==> config.mk <==
export PLATFORM = sky130hd
export DESIGN_NAME = johnson_phase_decoder
export DESIGN_NICKNAME = d
export VERILOG_FILES = /design/src/rtl/johnson_phase_decoder.sv
export SDC_FILE = /design/constraint.sdc
export NUM_CORES = 1
export LEC_CHECK = 0
export BUFFER_PORTS_ARGS = -buffer_cell sky130_fd_sc_hd__clkbuf_2
export CORE_ASPECT_RATIO = 1.4
export CORE_MARGIN = 1.5
export CORE_UTILIZATION = 53
export CTS_CLUSTER_SIZE = 40
export DETAILED_ROUTE_END_ITERATION = 10
export PLACE_DENSITY = 0.87
export SYNTH_ARGS = -nofsm -noshare
export SYNTH_HDL_FRONTEND = slang
export SYNTH_SLANG_ARGS = --single-unit
==> constraint.sdc <==
create_clock -name clk -period 3.35 [get_ports clk]
set_input_delay 0.1675 -clock clk [delete_from_list [all_inputs] [get_ports clk]]
set_output_delay 0.1675 -clock clk [all_outputs]
set_load 0.02 [all_outputs]
==> src/rtl/johnson_phase_decoder.sv <==
// johnson_phase_decoder
// Samples the raw state vector of a STAGES-deep Johnson counter and tracks
// it as a ring of 2*STAGES phases. Outputs a registered one-hot phase, the
// phase index, a lap counter, and step/illegal-code fault indications.
//
// Optional feature: define JOHNSON_DEC_AUTO_RELOCK_EN to let the block relock
// out of FAULT on the first legal sample. The sticky fault flag stays set
// until clr_err. With the macro undefined, FAULT is left only via clr_err or rs.

module johnson_phase_decoder #(
  parameter int STAGES = 4,
  parameter int LAP_W  = 8
) (
  input  logic                              clk,
  input  logic                              rs,
  input  logic                              en,
  input  logic [STAGES-1:0]                 jq,
  input  logic                              clr_err,
  output logic [2*STAGES-1:0]               phase,
  output logic [$clog2(2*STAGES)-1:0]       phase_idx,
  output logic                              valid,
  output logic [LAP_W-1:0]                  lap_cnt,
  output logic                              lap_pulse,
  output logic                              step_err,
  output logic                              fault
);

  localparam int PHASES = 2 * STAGES;
  localparam int IDX_W  = $clog2(PHASES);

  typedef enum logic [1:0] {
    ST_ACQUIRE = 2'd0,
    ST_LOCKED  = 2'd1,
    ST_FAULT   = 2'd2
  } state_e;

  // Legal Johnson code for ring position k: the first STAGES+1 positions fill
  // with ones from the low end, the remaining ones drain out from the low end.
  function automatic logic [STAGES-1:0] pattern_f(input int k);
    logic [STAGES-1:0] p;
    for (int i = 0; i < STAGES; i++) begin
      p[i] = (k <= STAGES) ? (i < k) : (i >= (k - STAGES));
    end
    return p;
  endfunction

  // One-hot expansion of a phase index.
  function automatic logic [PHASES-1:0] onehot_f(input logic [IDX_W-1:0] idx);
    logic [PHASES-1:0] o;
    o = {PHASES{1'b0}};
    o[idx] = 1'b1;
    return o;
  endfunction

  state_e               state_q;
  logic [PHASES-1:0]    phase_q;
  logic [IDX_W-1:0]     idx_q;
  logic                 valid_q;
  logic [LAP_W-1:0]     lap_cnt_q;
  logic                 lap_pulse_q;
  logic                 step_err_q;
  logic                 fault_q;

  logic                 dec_legal;
  logic [IDX_W-1:0]     dec_idx;
  logic [IDX_W-1:0]     next_idx_d;
  logic                 wrap_d;

  // Decode the sampled code; legal patterns are unique so OR-merging hits is safe.
  always_comb begin
    dec_legal = 1'b0;
    dec_idx   = {IDX_W{1'b0}};
    for (int k = 0; k < PHASES; k++) begin
      dec_legal = dec_legal | (jq == pattern_f(k));
      dec_idx   = dec_idx | ((jq == pattern_f(k)) ? IDX_W'(k) : {IDX_W{1'b0}});
    end
  end

  // Expected successor of the locked phase, and whether that step closes a lap.
  always_comb begin
    wrap_d     = (idx_q == IDX_W'(PHASES - 1));
    next_idx_d = wrap_d ? {IDX_W{1'b0}} : (idx_q + IDX_W'(1));
  end

  // Lock/track/fault state machine with all outputs registered.
  always_ff @(posedge clk or posedge rs) begin
    if (rs) begin
      state_q     <= ST_ACQUIRE;
      phase_q     <= {PHASES{1'b0}};
      idx_q       <= {IDX_W{1'b0}};
      valid_q     <= 1'b0;
      lap_cnt_q   <= {LAP_W{1'b0}};
      lap_pulse_q <= 1'b0;
      step_err_q  <= 1'b0;
      fault_q     <= 1'b0;
    end else begin
      lap_pulse_q <= 1'b0;
      step_err_q  <= 1'b0;
      if (clr_err) begin
        // Clearing wins over a same-cycle sample; that sample is dropped.
        state_q <= ST_ACQUIRE;
        fault_q <= 1'b0;
        valid_q <= 1'b0;
        phase_q <= {PHASES{1'b0}};
      end else if (en) begin
        case (state_q)
          ST_ACQUIRE: begin
            if (dec_legal) begin
              state_q <= ST_LOCKED;
              idx_q   <= dec_idx;
              phase_q <= onehot_f(dec_idx);
              valid_q <= 1'b1;
            end else begin
              state_q <= ST_FAULT;
              fault_q <= 1'b1;
              valid_q <= 1'b0;
              phase_q <= {PHASES{1'b0}};
            end
          end
          ST_LOCKED: begin
            if (!dec_legal) begin
              state_q <= ST_FAULT;
              fault_q <= 1'b1;
              valid_q <= 1'b0;
              phase_q <= {PHASES{1'b0}};
            end else if (dec_idx == next_idx_d) begin
              idx_q   <= dec_idx;
              phase_q <= onehot_f(dec_idx);
              if (wrap_d) begin
                lap_cnt_q   <= lap_cnt_q + LAP_W'(1);
                lap_pulse_q <= 1'b1;
              end else begin
                lap_cnt_q   <= lap_cnt_q;
              end
            end else if (dec_idx == idx_q) begin
              // Stalled counter: nothing moves.
              idx_q <= idx_q;
            end else begin
              // Legal but non-adjacent jump: drop lock, keep the lap count.
              step_err_q <= 1'b1;
              state_q    <= ST_ACQUIRE;
              valid_q    <= 1'b0;
              phase_q    <= {PHASES{1'b0}};
            end
          end
          ST_FAULT: begin
`ifdef JOHNSON_DEC_AUTO_RELOCK_EN
            if (dec_legal) begin
              // Relock directly; the sticky fault flag is left for clr_err.
              state_q <= ST_LOCKED;
              idx_q   <= dec_idx;
              phase_q <= onehot_f(dec_idx);
              valid_q <= 1'b1;
            end else begin
              state_q <= ST_FAULT;
            end
`else
            state_q <= ST_FAULT;
`endif
          end
          default: begin
            state_q <= ST_ACQUIRE;
            valid_q <= 1'b0;
            phase_q <= {PHASES{1'b0}};
          end
        endcase
      end else begin
        state_q <= state_q;
      end
    end
  end

  assign phase     = phase_q;
  assign phase_idx = idx_q;
  assign valid     = valid_q;
  assign lap_cnt   = lap_cnt_q;
  assign lap_pulse = lap_pulse_q;
  assign step_err  = step_err_q;
  assign fault     = fault_q;

endmodule

==> metrics.txt, run 1 <==
top flip-flop cell by instance count after synthesis sky130_fd_sc_hd__dfrtp_1; Vias/cell 5.87; remaining global-route overflow 0; post-DR wirelength/cell 14.8 um; largest driver fanout on the critical path 12; Comb power frac 29.7%; Total Routing Usage GR 21.3%; transition at the pin with the smallest max-transition slack 947 ps; endpoint required time on the critical path 3610 ps; Synth Area per Inst 10.6 um^2; nets 177; share of power burned in registers 50.9%; number of antenna violations at the first check in global routing 0; power density over the cells 421 mW/mm^2; CP max stage delay 600 ps; commonest non-fill, non-tap cells in the layout sky130_fd_sc_hd__clkbuf_2 (30), sky130_fd_sc_hd__dfrtp_1 (25), sky130_fd_sc_hd__nor2_1 (8), sky130_fd_sc_hd__xnor2_1 (8), sky130_fd_sc_hd__a32o_1 (8); slowest stage cell, crit path sky130_fd_sc_hd__a2111oi_4; Achievable Freq 0.346 GHz; CTS Hold Bufs 0; vertical die dimension 64.1 um; Die Width 46.7 um; I/O pin count 31; WP buf/inv 0; depth of the CTS H-tree 1; number of global-route vias before repair 1127; status finished clean; placeable core area 0.00259 mm^2; Cells after DPL 197; Clock transition at path regs 130 ps; max cap viols 0; area of the die 0.00299 mm^2; Total Routed Length 2970 um; total vias in the final route 1180; EDFF count, synth 0; fraction of registers with async set or reset after synthesis 100%; static leakage 0.806 nW; Synth Warn # 0; number of buffers created by CTS 3; effective utilization at floorplan 54.7%; Max Buffers Root-to-Sink 2; worst path cell trace ha_1 -> ha_1 -> o22ai_1 -> or4b_4 -> a21o_1 -> a2111oi_4 -> a32o_1; n_diodes 0; Routed Antenna Nets 0; total clock sinks 25; proportion of layout cells with a drive suffix above 1 26.1%; number of placement rows 22; setup-violating endpoint count in the final report 0; Critical Path End Type flop; fillers 232; global placement routability congestion 0.879; wire length of the first global-routing pass 4800 um; detailed-routing iteration count for the pre-antenna-repair pass 4; kind of cell adding the most delay to the critical path compound AO/OA/AOI/OAI gates; most frequent standard cell in the layout excluding fill and tap cells sky130_fd_sc_hd__clkbuf_2; net switching share of the total power 35.0%; Syn Std Cell Area 0.00142 mm^2; worst-case clock skew 3.63 ps; Synth-to-Final Area Change 14.3%; Clock power frac 19.4%; post-layout minimum cycle time 2890 ps; pin count of the biggest net entering global routing 26; post-synthesis cell count 134; internal power summed over all cells 0.443 mW; detailed router's first-iteration violation count 34; post-route setup TNS 0 ps; Post-Synthesis Net Count 145; hold violation total from the final report 0; count of pins over their slew limit 0; path type of the worst setup path reg2reg; Slew HR 36.8%; sequential area share after synthesis 44.2%; # Post-CTS Setup Buffers 0; launching element type of the critical path flop; number of buffer cells added on primary ports 30; Root Driver sky130_fd_sc_hd__clkbuf_4; number of distinct library cell variants in the gate-level netlist after synthesis 45; TritonCTS clock tree done; post-route clock period utilization 86.3%; Detail Placement HPWL 2240 um; DRC 0; unrepaired setup endpoints after global routing false; Worst-Skew Late Latency 310 ps; worst hold-check slack 25.1 ps; cell type with the highest occurrence count on the critical path sky130_fd_sc_hd__ha_1; worst endpoint data arrival time 3150 ps; net switching power 0.238 mW; quantity of gates resized following cts 0; number of flip-flops and latches in the synthesized netlist 25; highest ir drop seen on vdd 0.000296 V; kind of path behind the tightest hold check in2async; number of non-filler instances in the completed layout 201
## stage by stage
| step | power [mW] | utilization [%] | area (um^2) | setup WS, ps |
|---|---|---|---|---|
| floorplan | 0.499 | - | 1420 | 762 |
| global placement | 0.544 | 61.5 | 1590 | 632 |
| detailed placement | 0.554 | 61.5 | 1590 | 505 |
| CTS | 0.687 | 62.5 | 1620 | 475 |
| global route | 0.720 | 62.5 | 1620 | 299 |
| finish | 0.681 | 62.5 | 1620 | 459 |
## sequential cells by signal (all words and copies together) (netlist names)
signal     flops
fault          1
lap_cnt        8
lap_pulse      1
phase          8
phase_idx      3
state_q        2
step_err       1
valid          1
## power groups by stage
stage / logic [mW] / clock network [mW] / registers (mW)
4_1_cts: 0.204 / 0.137 / 0.346
3_5_place_dp: 0.202 / 0 / 0.352
2_1_floorplan: 0.138 / 0 / 0.361
3_3_place_gp: 0.194 / 0 / 0.350
6_report: 0.203 / 0.132 / 0.347
5_1_grt: 0.224 / 0.146 / 0.349
## per-layer routing
| layer | part of all wire (%) | track usage, % | routed length (um) |
|---|---|---|---|
| met1 | 41 | 25.5 | 1210 |
| met2 | 53 | 37.3 | 1580 |
| met3 | 4.4 | 2.26 | 131 |
| met4 | 1.7 | 8.33 | 50 |
| met5 | 0 | 0 | 0 |
## synthesized netlist by cell type (all sizes together) (2+ instances only)
cell   number  area (um^2)
dfrtp      25          626
a32o        8         80.1
nor2        8         30.0
xnor2       8         70.1
a21oi       7         38.8
inv         7         26.3
and3        6         37.5
nand2       6         22.5
nand4       5         31.3
nor2b       4         25.0
nor3        4         20.0
nor4        4         25.0
buf         3         23.8
ha          3         37.5
mux2        3         33.8
nand3       3         15.0
xor2        3         26.3
o21ai       2         10.0
o22a        2         17.5
o31ai       2         15.0
## final cells by class
type	count	area (um^2)	share of cell area [%]
tap	36	45.0	2.78
multi-input combinational	98	736	45.5
sequential	25	626	38.7
clock inverter	1	5.00	0.309
inverter	7	26.3	1.62
clock buffer	3	22.5	1.39
timing repair buffer	31	158	9.74
## cells by family (layout without fill, tap and decap cells)
group | after synthesis | after routing | share of synthesized area [%]
multiplexers | 4 | 4 | 3.09
XOR/XNOR | 11 | 11 | 6.81
flip-flops | 25 | 25 | 44.2
AND/OR/NAND/NOR | 49 | 49 | 20.5
adder cells (fa/ha/maj) | 3 | 3 | 2.65
buffers and inverters | 11 | 42 | 3.80
AO/OA/AOI/OAI | 31 | 31 | 18.9
## final timing paths
| kind | from | endpoint | slack [ps] | depth (start not counted) |
|---|---|---|---|---|
| setup reg to reg | phase_idx[0]$_DFFE_PP0P_ | phase[4]$_DFFE_PP0P_ | 460 | 7 |
| max in group asynchronous | rs | phase[4]$_DFFE_PP0P_ | 2750 | 2 |
| hold / removal | rs | lap_cnt[4]$_DFFE_PP0P_ | 30 | 2 |
| setup / recovery | phase_idx[0]$_DFFE_PP0P_ | phase[4]$_DFFE_PP0P_ | 460 | 7 |
| min in group clk | clr_err | fault$_DFFE_PP0P_ | 120 | 2 |
| hold reg to reg | lap_cnt[7]$_DFFE_PP0P_ | lap_cnt[7]$_DFFE_PP0P_ | 490 | 1 |
No activity file was read; power rests on OpenSTA's default activity.
==> run 2, diff against run 1 <==
--- a/config.mk
+++ b/config.mk
@@ -8,10 +8,11 @@
 export BUFFER_PORTS_ARGS = -buffer_cell sky130_fd_sc_hd__clkbuf_2
 export CORE_ASPECT_RATIO = 1.4
 export CORE_MARGIN = 1.5
-export CORE_UTILIZATION = 53
+export CORE_UTILIZATION = 56
+export CTS_BUF_LIST = sky130_fd_sc_hd__clkbuf_2
 export CTS_CLUSTER_SIZE = 40
 export DETAILED_ROUTE_END_ITERATION = 10
-export PLACE_DENSITY = 0.87
+export PLACE_DENSITY = 0.91
 export SYNTH_ARGS = -nofsm -noshare
 export SYNTH_HDL_FRONTEND = slang
 export SYNTH_SLANG_ARGS = --single-unit
==> run 2 against run 1 <==
- core utilization increased by 5.1 points
- clock skew increased by 2.2 ps
- total power decreased by 0.25%
- sequential share of layout area unchanged
- die area decreased by 5.1%
- cell area unchanged
- largest cell class unchanged
- largest power group unchanged
==> metrics.txt, run 2 (same netlist as run 1, synthesis figures left out) <==
total vias in the final route 1238 (was 1180); internal power summed over all cells 0.427 mW (was 0.443 mW); post-layout minimum cycle time 2940 ps (was 2890 ps); Clock power frac 18.0% (was 19.4%); n_diodes 0 (unchanged); Worst-Skew Late Latency 370 ps (was 310 ps); fillers 197 (was 232); path type of the worst setup path reg2reg (unchanged); count of pins over their slew limit 0 (unchanged); register-to-register setup slack 410 ps (was 460 ps); vertical die dimension 62.5 um (was 64.1 um); Root Driver sky130_fd_sc_hd__clkbuf_2 (was sky130_fd_sc_hd__clkbuf_4); number of buffer cells added on primary ports 30 (unchanged); largest driver fanout on the critical path 12 (unchanged); Comb power frac 30.7% (was 29.7%); Die Width 45.5 um (was 46.7 um); post-DR wirelength/cell 16.2 um (was 14.8 um); status finished clean (unchanged); total clock sinks 25 (unchanged); number of antenna violations at the first check in global routing 0 (unchanged); max cap viols 0 (unchanged); Vias/cell 6.19 (was 5.87); Total Routing Usage GR 25.7% (was 21.3%); Register-to-Register Path Depth 7 (unchanged); number of buffers created by CTS 3 (unchanged); effective utilization at floorplan 59.2% (was 54.7%); global placement routability congestion 0.843 (was 0.879); Total Routed Length 3230 um (was 2970 um); most frequent standard cell in the layout excluding fill and tap cells sky130_fd_sc_hd__clkbuf_2 (unchanged); area taken by multi-input logic gates 736 um^2 (unchanged); Critical Path End Type flop (unchanged); CP max stage delay 590 ps (was 600 ps); depth of the CTS H-tree 1 (unchanged); power density over the cells 420 mW/mm^2 (was 421 mW/mm^2); Achievable Freq 0.340 GHz (was 0.346 GHz); slowest stage cell, crit path sky130_fd_sc_hd__a2111oi_4 (unchanged); proportion of layout cells with a drive suffix above 1 25.9% (was 26.1%); worst endpoint data arrival time 3270 ps (was 3150 ps); post-route setup TNS 0 ps (unchanged); remaining global-route overflow 0 (unchanged); net switching share of the total power 37.2% (was 35.0%); Clock transition at path regs 240 ps (was 130 ps); r2r endpoint phase[7]$_DFFE_PP0P_ (was phase[4]$_DFFE_PP0P_); post-route clock period utilization 87.7% (was 86.3%); origin of the critical flop-to-flop path phase_idx[0]$_DFFE_PP0P_ (unchanged); transition at the pin with the smallest max-transition slack 941 ps (was 947 ps); Routed Antenna Nets 0 (unchanged); Detail Placement HPWL 2380 um (was 2240 um); Slew HR 37.2% (was 36.8%); worst path cell trace ha_1 -> ha_1 -> o22ai_1 -> or4b_4 -> a21o_1 -> a2111oi_4 -> a32o_1 (unchanged); static leakage 0.809 nW (was 0.806 nW); DRC 0 (unchanged); I/O pin count 31 (unchanged); area of the die 0.00284 mm^2 (was 0.00299 mm^2); worst-case clock skew 5.83 ps (was 3.63 ps); Final Total Pwr 0.679 mW (was 0.681 mW); detailed router's first-iteration violation count 49 (was 34); pin count of the biggest net entering global routing 26 (unchanged); kind of path behind the tightest hold check in2reg (was in2async); quantity of gates resized following cts 0 (unchanged); # Post-CTS Setup Buffers 0 (unchanged); worst hold-check slack 35.5 ps (was 25.1 ps); net switching power 0.253 mW (was 0.238 mW); nets 178 (was 177); launching element type of the critical path flop (unchanged); sink of the worst hold path fault$_DFFE_PP0P_; highest ir drop seen on vdd 0.000271 V (was 0.000296 V); number of global-route vias before repair 1200 (was 1127); number of placement rows 21 (was 22); Synth-to-Final Area Change 14.3% (unchanged); Max Buffers Root-to-Sink 2 (unchanged); placeable core area 0.00239 mm^2 (was 0.00259 mm^2); endpoint required time on the critical path 3680 ps (was 3610 ps); hold violation total from the final report 0 (unchanged); unrepaired setup endpoints after global routing false (unchanged); register area 626 um^2 (unchanged); TritonCTS clock tree done (unchanged); cell type with the highest occurrence count on the critical path sky130_fd_sc_hd__ha_1 (unchanged); wire length of the first global-routing pass 5480 um (was 4800 um); detailed-routing iteration count for the pre-antenna-repair pass 4 (unchanged); worst hold path startpoint clr_err; count of cells along the worst hold path 2; setup-violating endpoint count in the final report 0 (unchanged); share of power burned in registers 51.3% (was 50.9%); commonest non-fill, non-tap cells in the layout sky130_fd_sc_hd__clkbuf_2 (33), sky130_fd_sc_hd__dfrtp_1 (25), sky130_fd_sc_hd__nor2_1 (8), sky130_fd_sc_hd__xnor2_1 (8), sky130_fd_sc_hd__a32o_1 (8) (was sky130_fd_sc_hd__clkbuf_2 (30), sky130_fd_sc_hd__dfrtp_1 (25), sky130_fd_sc_hd__nor2_1 (8), sky130_fd_sc_hd__xnor2_1 (8), sky130_fd_sc_hd__a32o_1 (8))
[run 2: worst max-delay path by stage]
stage                             start                       end
6_report       phase_idx[0]$_DFFE_PP0P_      phase[7]$_DFFE_PP0P_
5_1_grt        phase_idx[0]$_DFFE_PP0P_      phase[4]$_DFFE_PP0P_
4_1_cts        phase_idx[0]$_DFFE_PP0P_      phase[7]$_DFFE_PP0P_
3_5_place_dp   phase_idx[0]$_DFFE_PP0P_  phase_idx[1]$_DFFE_PP0P_
3_3_place_gp   phase_idx[0]$_DFFE_PP0P_  phase_idx[0]$_DFFE_PP0P_
2_1_floorplan  phase_idx[1]$_DFFE_PP0P_  phase_idx[0]$_DFFE_PP0P_
[run 2: layer usage]
metal  vias to the layer above  wire length [um]  GRT usage [%]
met1                       615              1250           31.4
met2                        44              1750           43.3
met3                        12               136           3.76
li1                        567                 -              -
met5                         -                 0              0
met4                         0                97           9.93
[run 2: critical path, delay by kind of cell (launching register included)]
kind	cells	cell delay, ps
AO/OA/AOI/OAI	4	1300
adder cells (fa/ha/maj)	2	540
flip-flops	1	570
AND/OR/NAND/NOR	1	490
[run 2: power by group through the flow]
stage,clock network [mW],logic (mW),registers [mW]
2_1_floorplan,0,0.138,0.361
3_3_place_gp,0,0.194,0.351
3_5_place_dp,0,0.204,0.353
4_1_cts,0.119,0.207,0.347
5_1_grt,0.133,0.230,0.352
6_report,0.122,0.209,0.348
[run 2: timing repair]
| action | in CTS | in global routing |
|---|---|---|
| hold endpoints to repair | 25 | 0 |
| hold buffers | 1 | 0 |
| endpoints found under the setup margin | 0 | 0 |
[run 2: per-stage QoR]
stage	area, um^2	utilization, %	setup WS, ps	instances
floorplan	1420	-	762	134
global placement	1590	66.4	612	195
detailed placement	1590	66.4	494	195
CTS	1620	67.7	439	200
global route	1620	67.7	263	200
finish	1620	67.7	412	200
[run 2: final cells by class]
| cell class | instances | share of cell area, % |
|---|---|---|
| Clock buffer | 3 | 0.928 |
| Tap cell | 34 | 2.63 |
| Inverter | 7 | 1.62 |
| Sequential cell | 25 | 38.7 |
| Clock inverter | 1 | 0.309 |
| Timing Repair Buffer | 32 | 10.4 |
| Multi-Input combinational cell | 98 | 45.5 |
